===== src/rtl/idu_decode.sv =====
// idu_decode: instruction decode stage of the multicycle RV32I core.
//
// Takes one fetched instruction and its PC over a valid/ready handshake. It
// decodes the register fields, the sign-extended immediate, the op class, the
// writeback enable and the illegal/ebreak flags, then holds the registered
// bundle for the execute stage until that stage accepts it. Only one
// instruction is in flight at a time. The stage does not accept a new
// instruction in the same cycle that the held bundle leaves.
//
// Optional build macro: IDU_PERF_EN
//   When it is defined, out_perf_ninst counts completed output handshakes and
//   out_perf_stall counts cycles where the bundle was held back by out_ready.
//   When it is undefined, both ports are tied to 0 and no counter flops exist.
//
// Ports:
//   clk, rst          clock and synchronous active-high reset
//   in_valid/in_ready fetch-side handshake (in_valid may be a one-cycle pulse)
//   in_ins, in_pc     instruction word and its PC
//   out_valid/out_ready execute-side handshake
//   out_pc            registered PC
//   out_opcls         op class (0 LUI .. 10 FENCE, 15 ILLEGAL)
//   out_rs1/rs2/rd    raw register fields
//   out_funct3/f7b5   raw funct3 field and ins[30]
//   out_imm           sign-extended immediate (0 for OP/SYSTEM/FENCE/illegal)
//   out_rf_wen        register-file write enable
//   out_illegal       illegal instruction flag
//   out_ebreak        instruction is ebreak
//   out_perf_ninst    completed-handshake count
//   out_perf_stall    output stall-cycle count
module idu_decode #(
  parameter int WIDTH = 32
) (
  input  logic             clk,
  input  logic             rst,
  input  logic             in_valid,
  output logic             in_ready,
  input  logic [31:0]      in_ins,
  input  logic [WIDTH-1:0] in_pc,
  output logic             out_valid,
  input  logic             out_ready,
  output logic [WIDTH-1:0] out_pc,
  output logic [3:0]       out_opcls,
  output logic [4:0]       out_rs1,
  output logic [4:0]       out_rs2,
  output logic [4:0]       out_rd,
  output logic [2:0]       out_funct3,
  output logic             out_f7b5,
  output logic [31:0]      out_imm,
  output logic             out_rf_wen,
  output logic             out_illegal,
  output logic             out_ebreak,
  output logic [31:0]      out_perf_ninst,
  output logic [31:0]      out_perf_stall
);

  typedef enum logic [0:0] {IDLE, BUSY} state_t;

  localparam logic [6:0] OPC_LUI    = 7'h37;
  localparam logic [6:0] OPC_AUIPC  = 7'h17;
  localparam logic [6:0] OPC_JAL    = 7'h6F;
  localparam logic [6:0] OPC_JALR   = 7'h67;
  localparam logic [6:0] OPC_BRANCH = 7'h63;
  localparam logic [6:0] OPC_LOAD   = 7'h03;
  localparam logic [6:0] OPC_STORE  = 7'h23;
  localparam logic [6:0] OPC_OPIMM  = 7'h13;
  localparam logic [6:0] OPC_OP     = 7'h33;
  localparam logic [6:0] OPC_SYSTEM = 7'h73;
  localparam logic [6:0] OPC_FENCE  = 7'h0F;

  localparam logic [3:0] CLS_LUI    = 4'd0;
  localparam logic [3:0] CLS_AUIPC  = 4'd1;
  localparam logic [3:0] CLS_JAL    = 4'd2;
  localparam logic [3:0] CLS_JALR   = 4'd3;
  localparam logic [3:0] CLS_BRANCH = 4'd4;
  localparam logic [3:0] CLS_LOAD   = 4'd5;
  localparam logic [3:0] CLS_STORE  = 4'd6;
  localparam logic [3:0] CLS_OPIMM  = 4'd7;
  localparam logic [3:0] CLS_OP     = 4'd8;
  localparam logic [3:0] CLS_SYSTEM = 4'd9;
  localparam logic [3:0] CLS_FENCE  = 4'd10;
  localparam logic [3:0] CLS_ILL    = 4'd15;

  localparam logic [31:0] INS_ECALL  = 32'h0000_0073;
  localparam logic [31:0] INS_EBREAK = 32'h0010_0073;

  state_t state_p1, state_nxt;

  logic [6:0] opcode;
  logic [2:0] funct3;
  logic [6:0] funct7;
  logic       f7_std;

  logic [3:0]         opcls_p0;
  logic signed [31:0] imm_p0;
  logic               legal_p0;
  logic               rf_wen_p0;
  logic               accept;

  assign opcode = in_ins[6:0];
  assign funct3 = in_ins[14:12];
  assign funct7 = in_ins[31:25];
  assign f7_std = (funct7 == 7'h00) || (funct7 == 7'h20);
  assign accept = (state_p1 == IDLE) && in_valid;

  // Stage p0: combinational decode of the incoming word
  always_comb begin
    opcls_p0 = CLS_ILL;
    imm_p0   = '0;
    legal_p0 = 1'b0;
    case (opcode)
      OPC_LUI: begin
        opcls_p0 = CLS_LUI;
        imm_p0   = {in_ins[31:12], 12'b0};
        legal_p0 = 1'b1;
      end
      OPC_AUIPC: begin
        opcls_p0 = CLS_AUIPC;
        imm_p0   = {in_ins[31:12], 12'b0};
        legal_p0 = 1'b1;
      end
      OPC_JAL: begin
        opcls_p0 = CLS_JAL;
        imm_p0   = {{12{in_ins[31]}}, in_ins[19:12], in_ins[20], in_ins[30:21], 1'b0};
        legal_p0 = 1'b1;
      end
      OPC_JALR: begin
        opcls_p0 = CLS_JALR;
        imm_p0   = {{20{in_ins[31]}}, in_ins[31:20]};
        legal_p0 = (funct3 == 3'd0);
      end
      OPC_BRANCH: begin
        opcls_p0 = CLS_BRANCH;
        imm_p0   = {{20{in_ins[31]}}, in_ins[7], in_ins[30:25], in_ins[11:8], 1'b0};
        legal_p0 = (funct3 != 3'd2) && (funct3 != 3'd3);
      end
      OPC_LOAD: begin
        opcls_p0 = CLS_LOAD;
        imm_p0   = {{20{in_ins[31]}}, in_ins[31:20]};
        legal_p0 = (funct3 != 3'd3) && (funct3 < 3'd6);
      end
      OPC_STORE: begin
        opcls_p0 = CLS_STORE;
        imm_p0   = {{20{in_ins[31]}}, in_ins[31:25], in_ins[11:7]};
        legal_p0 = (funct3 <= 3'd2);
      end
      OPC_OPIMM: begin
        opcls_p0 = CLS_OPIMM;
        imm_p0   = {{20{in_ins[31]}}, in_ins[31:20]};
        // Shift-immediates carry funct7 in the immediate field.
        legal_p0 = !((funct3 == 3'd1) && (funct7 != 7'h00)) &&
                   !((funct3 == 3'd5) && !f7_std);
      end
      OPC_OP: begin
        opcls_p0 = CLS_OP;
        // funct7 = 0x20 only exists for SUB and SRA.
        legal_p0 = f7_std &&
                   !((funct7 == 7'h20) && (funct3 != 3'd0) && (funct3 != 3'd5));
      end
      OPC_SYSTEM: begin
        opcls_p0 = CLS_SYSTEM;
        legal_p0 = (in_ins == INS_ECALL) || (in_ins == INS_EBREAK);
      end
      OPC_FENCE: begin
        opcls_p0 = CLS_FENCE;
        legal_p0 = 1'b1;
      end
      default: begin
        legal_p0 = 1'b0;
      end
    endcase
    if (!legal_p0) begin
      opcls_p0 = CLS_ILL;
      imm_p0   = '0;
    end
    rf_wen_p0 = legal_p0 && (in_ins[11:7] != 5'd0) &&
                ((opcls_p0 == CLS_LUI)   || (opcls_p0 == CLS_AUIPC) ||
                 (opcls_p0 == CLS_JAL)   || (opcls_p0 == CLS_JALR)  ||
                 (opcls_p0 == CLS_LOAD)  || (opcls_p0 == CLS_OPIMM) ||
                 (opcls_p0 == CLS_OP));
  end

  always_ff @(posedge clk) begin
    if (rst) begin
      state_p1 <= IDLE;
    end else begin
      state_p1 <= state_nxt;
    end
  end

  always_comb begin
    state_nxt = state_p1;
    in_ready  = 1'b0;
    out_valid = 1'b0;
    case (state_p1)
      IDLE: begin
        in_ready = 1'b1;
        if (in_valid) begin
          state_nxt = BUSY;
        end
      end
      BUSY: begin
        out_valid = 1'b1;
        if (out_ready) begin
          state_nxt = IDLE;
        end
      end
      default: begin
        state_nxt = IDLE;
      end
    endcase
  end

  // Stage p1: registered bundle, held stable while BUSY
  always_ff @(posedge clk) begin
    if (rst) begin
      out_pc      <= '0;
      out_opcls   <= '0;
      out_rs1     <= '0;
      out_rs2     <= '0;
      out_rd      <= '0;
      out_funct3  <= '0;
      out_f7b5    <= 1'b0;
      out_imm     <= '0;
      out_rf_wen  <= 1'b0;
      out_illegal <= 1'b0;
      out_ebreak  <= 1'b0;
    end else if (accept) begin
      out_pc      <= in_pc;
      out_opcls   <= opcls_p0;
      out_rs1     <= in_ins[19:15];
      out_rs2     <= in_ins[24:20];
      out_rd      <= in_ins[11:7];
      out_funct3  <= funct3;
      out_f7b5    <= in_ins[30];
      out_imm     <= imm_p0;
      out_rf_wen  <= rf_wen_p0;
      out_illegal <= !legal_p0;
      out_ebreak  <= (in_ins == INS_EBREAK);
    end
  end

`ifdef IDU_PERF_EN
  logic [31:0] ninst_p1;
  logic [31:0] stall_p1;

  always_ff @(posedge clk) begin
    if (rst) begin
      ninst_p1 <= '0;
      stall_p1 <= '0;
    end else begin
      if (out_valid && out_ready) begin
        ninst_p1 <= ninst_p1 + 32'd1;
      end
      if (out_valid && !out_ready) begin
        stall_p1 <= stall_p1 + 32'd1;
      end
    end
  end

  assign out_perf_ninst = ninst_p1;
  assign out_perf_stall = stall_p1;
`else
  assign out_perf_ninst = '0;
  assign out_perf_stall = '0;
`endif

endmodule

===== config.mk =====
export PLATFORM = sky130hd
export DESIGN_NAME = idu_decode
export DESIGN_NICKNAME = d
export VERILOG_FILES = /design/src/rtl/idu_decode.sv
export SDC_FILE = /design/constraint.sdc
export NUM_CORES = 1
export LEC_CHECK = 0
export ABC_CLOCK_PERIOD_IN_PS = 2800
export CAP_MARGIN = 30
export CORE_AREA = 4 4 129 131
export CTS_CLUSTER_DIAMETER = 100
export DETAILED_ROUTE_END_ITERATION = 16
export DIE_AREA = 0 0 133 135
export PLACE_DENSITY = 0.73
export SETUP_SLACK_MARGIN = 0.4
export SLEW_MARGIN = 20
export SYNTH_ARGS = -nofsm -noshare
export SYNTH_HDL_FRONTEND = slang
export SYNTH_SLANG_ARGS = --single-unit
export TNS_END_PERCENT = 30

===== constraint.sdc =====
create_clock -name clk -period 2.8 [get_ports clk]
set_input_delay 0.42 -clock clk [delete_from_list [all_inputs] [get_ports clk]]
set_output_delay 0.42 -clock clk [all_outputs]
set_load 0.005 [all_outputs]

==> run_results.csv, run 1 <==
group,metric,value,unit
drt,wl_met1,6460,um
timing,period_needed,2.24,ns
setup_path,cp.required,3.03,ns
timing,rsz0062_at_grt,"false",
drt,vias,4226,
setup_path,r2r_slack,1.15,ns
placement,dpl.cell_count,915,
setup_path,worstPathMaxFanout,28,
pwr,power_density,471,nW/um^2
floorplan,rows,46,
grt,grt_use_total,15.8,%
grt,antenna_found_initial,0,
floorplan,die-area,18000,um^2
clock_tree,cts_sinks,91,
placement,numPortBuffers,159,
drt,wire_per_inst,15.8,um
clock_tree,hold_buffers,0,
setup_path,endpoint_kind,"flip-flop",
final_layout,fin_area,6500,um^2
clock_tree,clk_path_buf_depth,2,
pwr,peakVddDrop,0.250,mV
setup_path,crit_type,"input port to flip-flop",
logic_synthesis,ys_seq_area_share,39.8,%
floorplan,start_util,29.3,%
floorplan,ios,224,
placement,place_hpwl,11000,um
timing,finalSetupViolCount,0,
timing,fin_setup_tns,0,ns
logic_synthesis,synth_edf_count,0,
pwr,fin_total_pwr,3.06,mW
timing,max_freq,0.446,GHz
logic_synthesis,yosysWarnings,0,
timing,relSlewSlack,52.8,%
worst_hold_path,hold_path.class,"input port to flip-flop",
timing,finalCritPeriodShare,80.1,%
timing,drv_slew,0,
logic_synthesis,synthTopCellsByArea,"dfxtp_1 40%, nand2_1 11%, buf_4 11%",
grt,overflow,0,
drt,drt_iter0_markers,279,
drt,drt-vias-per-instance,4.54,
floorplan,die_height,135,um
drt,wl_met3,1030,um
pwr,p_leak,2.37,nW
timing,worstMarginPinSlew,0.709,ns
setup_path,cp.arrival,2.47,ns
clock_tree,cts_tree,"done",
timing,whs,0.383,ns
timing,hold_viol,0,
placement,placedInstanceArea,6210,um^2
clock_tree,clk_pin_slew,0.07,ns
grt,grt_pass1_vias,3911,
logic_synthesis,synth_seq_cells,91,
final_layout,final_net_count,778,
placement,gp_congestion,0.872,
clock_tree,cts_buffers,9,
floorplan,core,15600,um^2
grt,grt_pass1_wl,22200,um
drt,wl_met2,6880,um
logic_synthesis,avgSynthCellArea,8.23,um^2
floorplan,dieWidth,133,um
logic_synthesis,yosysTopAreaCell,"dfxtp_1",
clock_tree,clock_latency,0.34,ns
logic_synthesis,yosysUniqueCellTypes,53,
drt,drtPass1Iterations,4,
timing,fin_ws,0.559,ns
drt,ant_nets,0,
final_layout,fin_cells,931,
logic_synthesis,syn-cell-area,4570,um^2
timing,clock_skew,0.00858,ns
placement,place_ws,0.162,ns
status,status,"finished, final reports clean",
drt,wirelength,14700,um
setup_path,cp-start-kind,"input port",
flow_run,drv_cap,0,
clock_tree,htree_levels,3,
logic_synthesis,synthFlopType,"dfxtp_1",
logic_synthesis,synth-async-reset-ratio,0,%
drt,drc_errors,0,
clock_tree,cts_root_buf,"clkbuf_16",
final_layout,fin_util,41.7,%
final_layout,insertedDiodeCount,0,
final_layout,drive_gt1_share,10.8,%
drt,dr.max_layer_used,"met4",
logic_synthesis,synth_top_area_share,39.8,%
logic_synthesis,netlist_instances,556,
final_layout,syn_to_final_growth,42.0,%
grt,grt_start_max_net_pins,66,
## placed cells by master (no fill, tap or decap), types with 4 or more instances in the layout
cell             Yosys  layout
a21oi_1             75      75
a22oi_1              5       5
and3_1               4       4
buf_4               66      25
clkbuf_16            0       9
clkdlybuf4s50_1      0     158
conb_1               1      64
dfxtp_1             91      91
inv_1                5       5
nand2_1            138     137
nand3b_1             9       9
nand4b_1             6       6
nor2_1              19      19
nor2b_1              6       5
nor3_1               5       5
o21ai_0              8       8
o31a_1               4       4
o31ai_1              6       6
o31ai_2             17      17
## cell usage after synthesis, drive strengths merged, types with 2 or more instances
cell type / count
nand2: 138
dfxtp: 91
buf: 81
a21oi: 75
o31ai: 26
clkbuf: 25
nor2: 20
nand3b: 9
o21ai: 8
nand4b: 6
nor2b: 6
nor3: 6
a22oi: 5
inv: 5
and3: 4
nand3: 4
nor4: 4
o31a: 4
a211oi: 3
a31oi: 3
and2: 3
nand2b: 3
nand4: 3
nor3b: 3
xor2: 3
a32oi: 2
nor4b: 2
o211ai: 2
o21a: 2
## critical path: stages
cell and delay (ns):
clkdlybuf4s50_1 0.62, and2_4 0.30, a22oi_1 0.19, o32ai_1 0.12
buf_4 0.15, a211oi_4 0.31, buf_12 0.24, o31ai_1 0.11
## flip-flops by register name (all words and copies together), names as in the netlist, 3 cells and up
signal      flops
out_funct3      3
out_imm        32
out_opcls       4
out_pc         32
out_rd          5
out_rs1         5
out_rs2         5
## worst paths after layout
kind	startpoint	end	cells after the start
worst max-delay path	in_ins[5]	out_imm[29]	8
worst min-delay path	rst	out_rs1[4]	2
worst max register to register	state_p1	out_pc[6]	5
worst min register to register	out_pc[11]	out_pc[11]	2
## cell families after synthesis
group	after synthesis	synth area share [%]
other cells	1	0.0820
buf+inv	111	15.7
simple gates	212	22.6
mux	1	0.219
flops	91	39.8
compound gates	136	20.9
xor+xnor	4	0.766
## routing by layer
metal | global-route usage, % | up-vias
met2 | 25.3 | 180
met1 | 21.1 | 1960
met4 | 5.95 | 0
li1 | - | 2065
met3 | 3.06 | 21
met5 | 0 | -
## layout make-up
class	instances	area (um^2)
clock buffers	9	225
clock inverters	7	51.3
fillers	1616	9100
inverters	5	18.8
multi-input cells	417	2300
flip-flops and latches	91	1820
well taps	216	270
repair buffers	186	1810
## report_power, final
group | total, mW | internal, mW | leakage, nW | switching [mW]
logic | 0.534 | 0.260 | 1.50 | 0.275
clock network | 1.16 | 0.607 | 0.132 | 0.550
registers | 1.37 | 1.35 | 0.743 | 0.0256
total | 3.06 | 2.21 | 2.37 | 0.850
## timing repair
action                                 4_1_cts  5_1_grt
endpoints found under the hold margin        0        0
gates resized for setup                      0        1
setup endpoints to repair                    0       14
buffers inserted                             0        0
No activity file was read; power rests on OpenSTA's default activity.
==> run 2: changes to the inputs <==
--- a/config.mk
+++ b/config.mk
@@ -5,13 +5,13 @@
 export SDC_FILE = /design/constraint.sdc
 export NUM_CORES = 1
 export LEC_CHECK = 0
-export ABC_CLOCK_PERIOD_IN_PS = 2800
+export ABC_CLOCK_PERIOD_IN_PS = 2000
 export CAP_MARGIN = 30
 export CORE_AREA = 4 4 129 131
 export CTS_CLUSTER_DIAMETER = 100
 export DETAILED_ROUTE_END_ITERATION = 16
 export DIE_AREA = 0 0 133 135
-export PLACE_DENSITY = 0.73
+export PLACE_DENSITY = 0.75
 export SETUP_SLACK_MARGIN = 0.4
 export SLEW_MARGIN = 20
 export SYNTH_ARGS = -nofsm -noshare
==> constraint.sdc (replaced) <==
create_clock -name clk -period 2 [get_ports clk]
set_input_delay 0.3 -clock clk [delete_from_list [all_inputs] [get_ports clk]]
set_output_delay 0.3 -clock clk [all_outputs]
set_load 0.005 [all_outputs]
==> run 2 against run 1 <==
- clock skew down 0.0023 ns
- core utilization up 6.7 points
- routed wire length up 13%
- via count up 10%
- largest power group unchanged
==> run_results.csv, run 2 (same netlist as run 1, synthesis figures left out) <==
group,metric,value,unit
flow_run,drv_cap,0,
floorplan,start_util,29.3,%
final_layout,fin_area,7550,um^2
setup_path,startpoint,"in_ins[28]",
drt,vias,4652,
clock_tree,cts_root_buf,"clkbuf_16",
setup_path,slowest_stage,"nor4_4",
clock_tree,clk_path_buf_depth,2,
timing,fin_setup_tns,0,ns
pwr,p_leak,2.94,nW
final_layout,fin_cells,1016,
final_layout,final_net_count,863,
final_layout,drive_gt1_share,24.9,%
clock_tree,clk_pin_slew,0.07,ns
floorplan,dieWidth,133,um
grt,grt_use_total,17.6,%
timing,whs,0.307,ns
pwr,peakVddDrop,0.386,mV
clock_tree,clock_latency,0.34,ns
setup_path,crit_type,"input port to flip-flop",
timing,max_freq,0.596,GHz
setup_path,cp.required,2.23,ns
drt,drtPass1Iterations,5,
setup_path,critPathMaxStageDelay,0.40,ns
drt,drt_iter0_markers,250,
final_layout,syn_to_final_growth,65.0,%
setup_path,crit_chain,"buf_8 > nor4_4 > buf_4 > nand3_4 > nor4_4 > a211oi_4 > buf_6 > buf_6 > a22o_1",
grt,antenna_found_initial,1,
drt,wire_per_inst,16.3,um
grt,grt_pass1_wl,24800,um
clock_tree,cts_tree,"done",
floorplan,die_height,135,um
pwr,power_density,627,nW/um^2
placement,numPortBuffers,159,
placement,placedInstanceArea,6700,um^2
timing,relSlewSlack,64.4,%
placement,place_hpwl,12000,um
timing,finalCritPeriodShare,83.9,%
grt,overflow,0,
final_layout,final_cell_mix,"137 x nand2_1, 132 x clkdlybuf4s50_1, 93 x buf_4",
drt,wirelength,16500,um
timing,clock_skew,0.00624,ns
setup_path,cp.arrival,1.91,ns
timing,rsz0062_at_grt,"true",
timing,finalSetupViolCount,0,
floorplan,rows,46,
final_layout,final_common_cell,"nand2_1",
placement,gp_congestion,0.954,
setup_path,worstPathMaxFanout,6,
status,status,"finished, final reports clean",
placement,dpl.cell_count,972,
grt,grt_start_max_net_pins,63,
worst_hold_path,hold_path.class,"input port to flip-flop",
clock_tree,htree_levels,3,
clock_tree,cts_buffers,9,
grt,grt_pass1_vias,4433,
floorplan,core,15600,um^2
setup_path,cp-start-kind,"input port",
worst_hold_path,min_from,"rst",
pwr,fin_total_pwr,4.73,mW
timing,hold_viol,0,
floorplan,die-area,18000,um^2
timing,period_needed,1.68,ns
drt,ant_nets,0,
drt,drt-vias-per-instance,4.58,
final_layout,largestRegisters,"out_imm x32, out_pc x32",
timing,worstMarginPinSlew,0.535,ns
setup_path,r2r-start,"state_p1",
setup_path,endpoint_kind,"flip-flop",
final_layout,insertedDiodeCount,0,
clock_tree,cts_sinks,91,
floorplan,ios,224,
timing,drv_slew,0,
drt,drc_errors,0,
run 2: cell count changes in the layout (fill, tap and decap cells not counted), sizes merged:
| cell | delta |
|---|---|
| a211oi | +1 |
| and2 | +1 |
| buf | +89 |
| bufinv | +2 |
| clkbuf | +2 |
| clkdlybuf4s15 | +10 |
| clkdlybuf4s50 | -26 |
| clkinvlp | -2 |
| dlygate4sd2 | +9 |
| inv | -1 |
run 2: stage by stage:
step	util, %	setup slack [ns]
finish	48.4	0.322
CTS	47.5	0.359
detailed placement	43.0	-0.379
global route	48.4	0.246
floorplan	-	0.368
global placement	43.0	-0.357
run 2: cell type report:
class,count,area [um^2]
sequential,91,1820
clock inverter,6,87.6
clock buffer,10,239
inverter,5,18.8
timing repair buffer,269,2540
tap,216,270
multi-input combinational,419,2570
fill,1474,8050
run 2: power breakdown:
group | switching [mW] | internal (mW)
Sequential | 0.0397 | 1.89
Clock | 0.749 | 1.13
Combinational | 0.451 | 0.475
run 2: path summary, 6_finish.rpt:
check | endpoint | slack, ns | depth (start not counted)
max | out_illegal | 0.32 | 9
min | out_rs1[0] | 0.31 | 2
max reg2reg | out_imm[2] | 0.66 | 4
min reg2reg | out_pc[8] | 0.45 | 2
run 2: per-layer routing:
layer	vias up	track usage, %	wire length [um]
li1	2250	-	-
met1	2175	21.6	6670
met2	205	29.1	7990
met3	20	6.78	1690
met4	2	4.39	176
met5	-	0	12
run 2: worst max-delay path, delay by kind of cell:
family                 cells  cell delay, ns
AOI/OAI and AO/OA          2            0.28
and+or+nand+nor            3            0.73
buffers and inverters      4            0.59
run 2: repair_timing:
| action | in CTS | in global routing |
|---|---|---|
| resized for setup | 113 | 13 |
| pin swaps | 28 | 19 |
| endpoints found under the setup margin | 42 | 48 |
| hold endpoints to repair | 0 | 0 |
| hold buffers | 0 | 0 |
| cloned | 3 | 0 |
| setup buffers | 19 | 6 |
==> run 3: changes to the inputs <==
--- a/config.mk
+++ b/config.mk
@@ -5,7 +5,7 @@
 export SDC_FILE = /design/constraint.sdc
 export NUM_CORES = 1
 export LEC_CHECK = 0
-export ABC_CLOCK_PERIOD_IN_PS = 2000
+export ABC_CLOCK_PERIOD_IN_PS = 1430
 export CAP_MARGIN = 30
 export CORE_AREA = 4 4 129 131
 export CTS_CLUSTER_DIAMETER = 100
==> constraint.sdc (replaced) <==
create_clock -name clk -period 1.43 [get_ports clk]
set_input_delay 0.2145 -clock clk [delete_from_list [all_inputs] [get_ports clk]]
set_output_delay 0.2145 -clock clk [all_outputs]
set_load 0.005 [all_outputs]
==> run 3 against run 2 <==
- non-clock buffer count rose by 4
- worst hold slack got worse by 0.12 ns
- largest cell class unchanged
- the run now ends with negative setup slack left
- clock power rose by 35%
- global-route usage rose by 0.49 points
- clock skew rose by 0.0020 ns
- die area did not move
- combinational power rose by 68%
- critical endpoint is now out_imm[20]
- routed wire length rose by 7.2%
==> run_results.csv, run 3 (same netlist as run 1, synthesis figures left out) <==
group,metric,value,unit
setup_path,cp.required,1.69,ns
floorplan,die_height,135,um
drt,wl_met3,1750,um
clock_tree,cts_tree,"done",
grt,grt_pass1_wl,25600,um
final_layout,fillCellCount,1352,
drt,ant_nets,0,
drt,drt-vias-per-instance,4.80,
status,violations,"negative setup slack",
flow_run,drv_cap,0,
clock_tree,clock_latency,0.35,ns
grt,grt_start_max_net_pins,31,
setup_path,cp-start-kind,"input port",
timing,rsz0062_at_grt,"true",
grt,antenna_found_initial,0,
drt,wl_met1,6750,um
setup_path,worstPathMaxFanout,6,
timing,worstMarginPinSlew,0.517,ns
setup_path,crit_type,"input port to flip-flop",
timing,hold_viol,0,
floorplan,ios,224,
setup_path,r2r-end,"out_opcls[2]",
final_layout,insertedDiodeCount,0,
grt,overflow,0,
timing,clock_skew,0.00827,ns
pwr,comb_power_share,22.9,%
drt,drtPass1Iterations,5,
grt,grt_use_total,18.1,%
status,status,"finished with violations",
timing,finalSetupViolCount,39,
timing,max_freq,0.604,GHz
placement,place_ws,-1.02,ns
setup_path,startpoint,"in_ins[26]",
pwr,switching_power,1.88,mW
clock_tree,clk_pin_slew,0.06,ns
drt,wirelength,17700,um
pwr,fin_total_pwr,6.80,mW
timing,finalCritPeriodShare,116,%
grt,grt_pass1_vias,4674,
timing,drv_slew,0,
timing,relSlewSlack,65.3,%
placement,numPortBuffers,159,
drt,wire_per_inst,17.4,um
final_layout,syn_to_final_growth,81.2,%
clock_tree,cts_root_buf,"clkbuf_16",
timing,period_needed,1.65,ns
drt,drt_iter0_markers,356,
setup_path,r2r_cells,7,
final_layout,fin_area,8290,um^2
clock_tree,cts_sinks,91,
final_layout,drive_gt1_share,55.9,%
placement,place_hpwl,11900,um
drt,dr.max_layer_used,"met4",
drt,vias,4889,
pwr,power_frac_seq,39.9,%
final_layout,final_common_cell,"nand2_1",
setup_path,endpoint_kind,"flip-flop",
final_layout,final_cell_mix,"86 x nand2_1, 74 x buf_4, 69 x dfxtp_2",
pwr,power_density,821,nW/um^2
floorplan,start_util,29.3,%
placement,dpl.cell_count,972,
drt,drc_errors,0,
final_layout,largestRegisters,"out_imm x32, out_pc x32",
setup_path,r2r-start,"state_p1",
floorplan,die-area,18000,um^2
floorplan,core,15600,um^2
setup_path,endpoint,"out_imm[20]",
final_layout,fin_util,53.1,%
floorplan,dieWidth,133,um
pwr,clockPowerShare,37.2,%
final_layout,fin_cells,1019,
clock_tree,cts_buffers,9,
final_layout,final_net_count,866,
worst_hold_path,hold_path.class,"input port to flip-flop",
pwr,swShare,27.6,%
drt,wl_met2,8670,um
placement,placedInstanceArea,6760,um^2
pwr,power.internal,4.93,mW
timing,fin_ws,-0.225,ns
pwr,p_leak,3.55,nW
clock_tree,htree_levels,3,
setup_path,cp.arrival,1.91,ns
placement,gp_congestion,0.896,
floorplan,rows,46,
pwr,peakVddDrop,0.554,mV
clock_tree,clk_path_buf_depth,2,
setup_path,r2r_slack,0.08,ns
run 3: worst min path at each step:
stage	from	endpoint	slack (ns)	depth (start not counted)
2_1_floorplan	out_ready	state_p1	0.31	1
3_3_place_gp	out_imm[30]	out_imm[30]	0.44	2
3_5_place_dp	out_pc[16]	out_pc[16]	0.45	2
4_1_cts	in_ins[14]	out_funct3[2]	0.18	3
5_1_grt	in_ins[14]	out_funct3[2]	0.18	3
6_report	in_ins[14]	out_funct3[2]	0.18	3
run 3: per-stage QoR:
step | setup TNS [ns] | hold WS, ns
after global placement | -34.74 | 0.437
after CTS | -3.85 | 0.179
final | -4.89 | 0.185
after floorplan | -2.55 | 0.314
after detailed placement | -37.01 | 0.447
after global routing | -8.23 | 0.179
run 3: metal layers:
layer / vias to the layer above / GRT usage (%)
met2: 235 / 28.9
met4: 0 / 6.29
met1: 2348 / 22.0
met3: 48 / 7.53
li1: 2258 / -
met5: - / 0
run 3: worst max-delay path, stage by stage:
cell and delay (ns):
buf_8 0.10, nor4_4 0.24, buf_4 0.18, buf_6 0.11
a311oi_2 0.08, o211ai_1 0.29, a211oi_4 0.10, buf_6 0.15
buf_16 0.13, buf_12 0.14, o31ai_4 0.18
run 3: cell type report:
cell class              count  area [um^2]  area share, %
clock inverters             3         45.0          0.543
well taps                 216          270           3.26
multi-input cells         418         3100           37.4
flip-flops and latches     91         1910           23.1
repair buffers            273         2670           32.2
clock buffers              13          270           3.26
inverters                   5         23.8          0.287
run 3: power groups by stage:
stage | clock (mW) | combinational (mW) | sequential, mW
2_1_floorplan | 0 | 0.583 | 2.75
3_3_place_gp | 0 | 1.20 | 2.74
3_5_place_dp | 0 | 1.20 | 2.75
4_1_cts | 2.57 | 1.34 | 2.71
5_1_grt | 2.70 | 1.66 | 2.73
6_report | 2.53 | 1.56 | 2.72
run 3: what timing repair did:
item,CTS,global route
cloned,5,2
endpoints found under the setup margin,182,154
gates resized for setup,623,126
hold buffers,0,0
buffers inserted,20,4
pin swaps,134,74
hold endpoints to repair,0,0
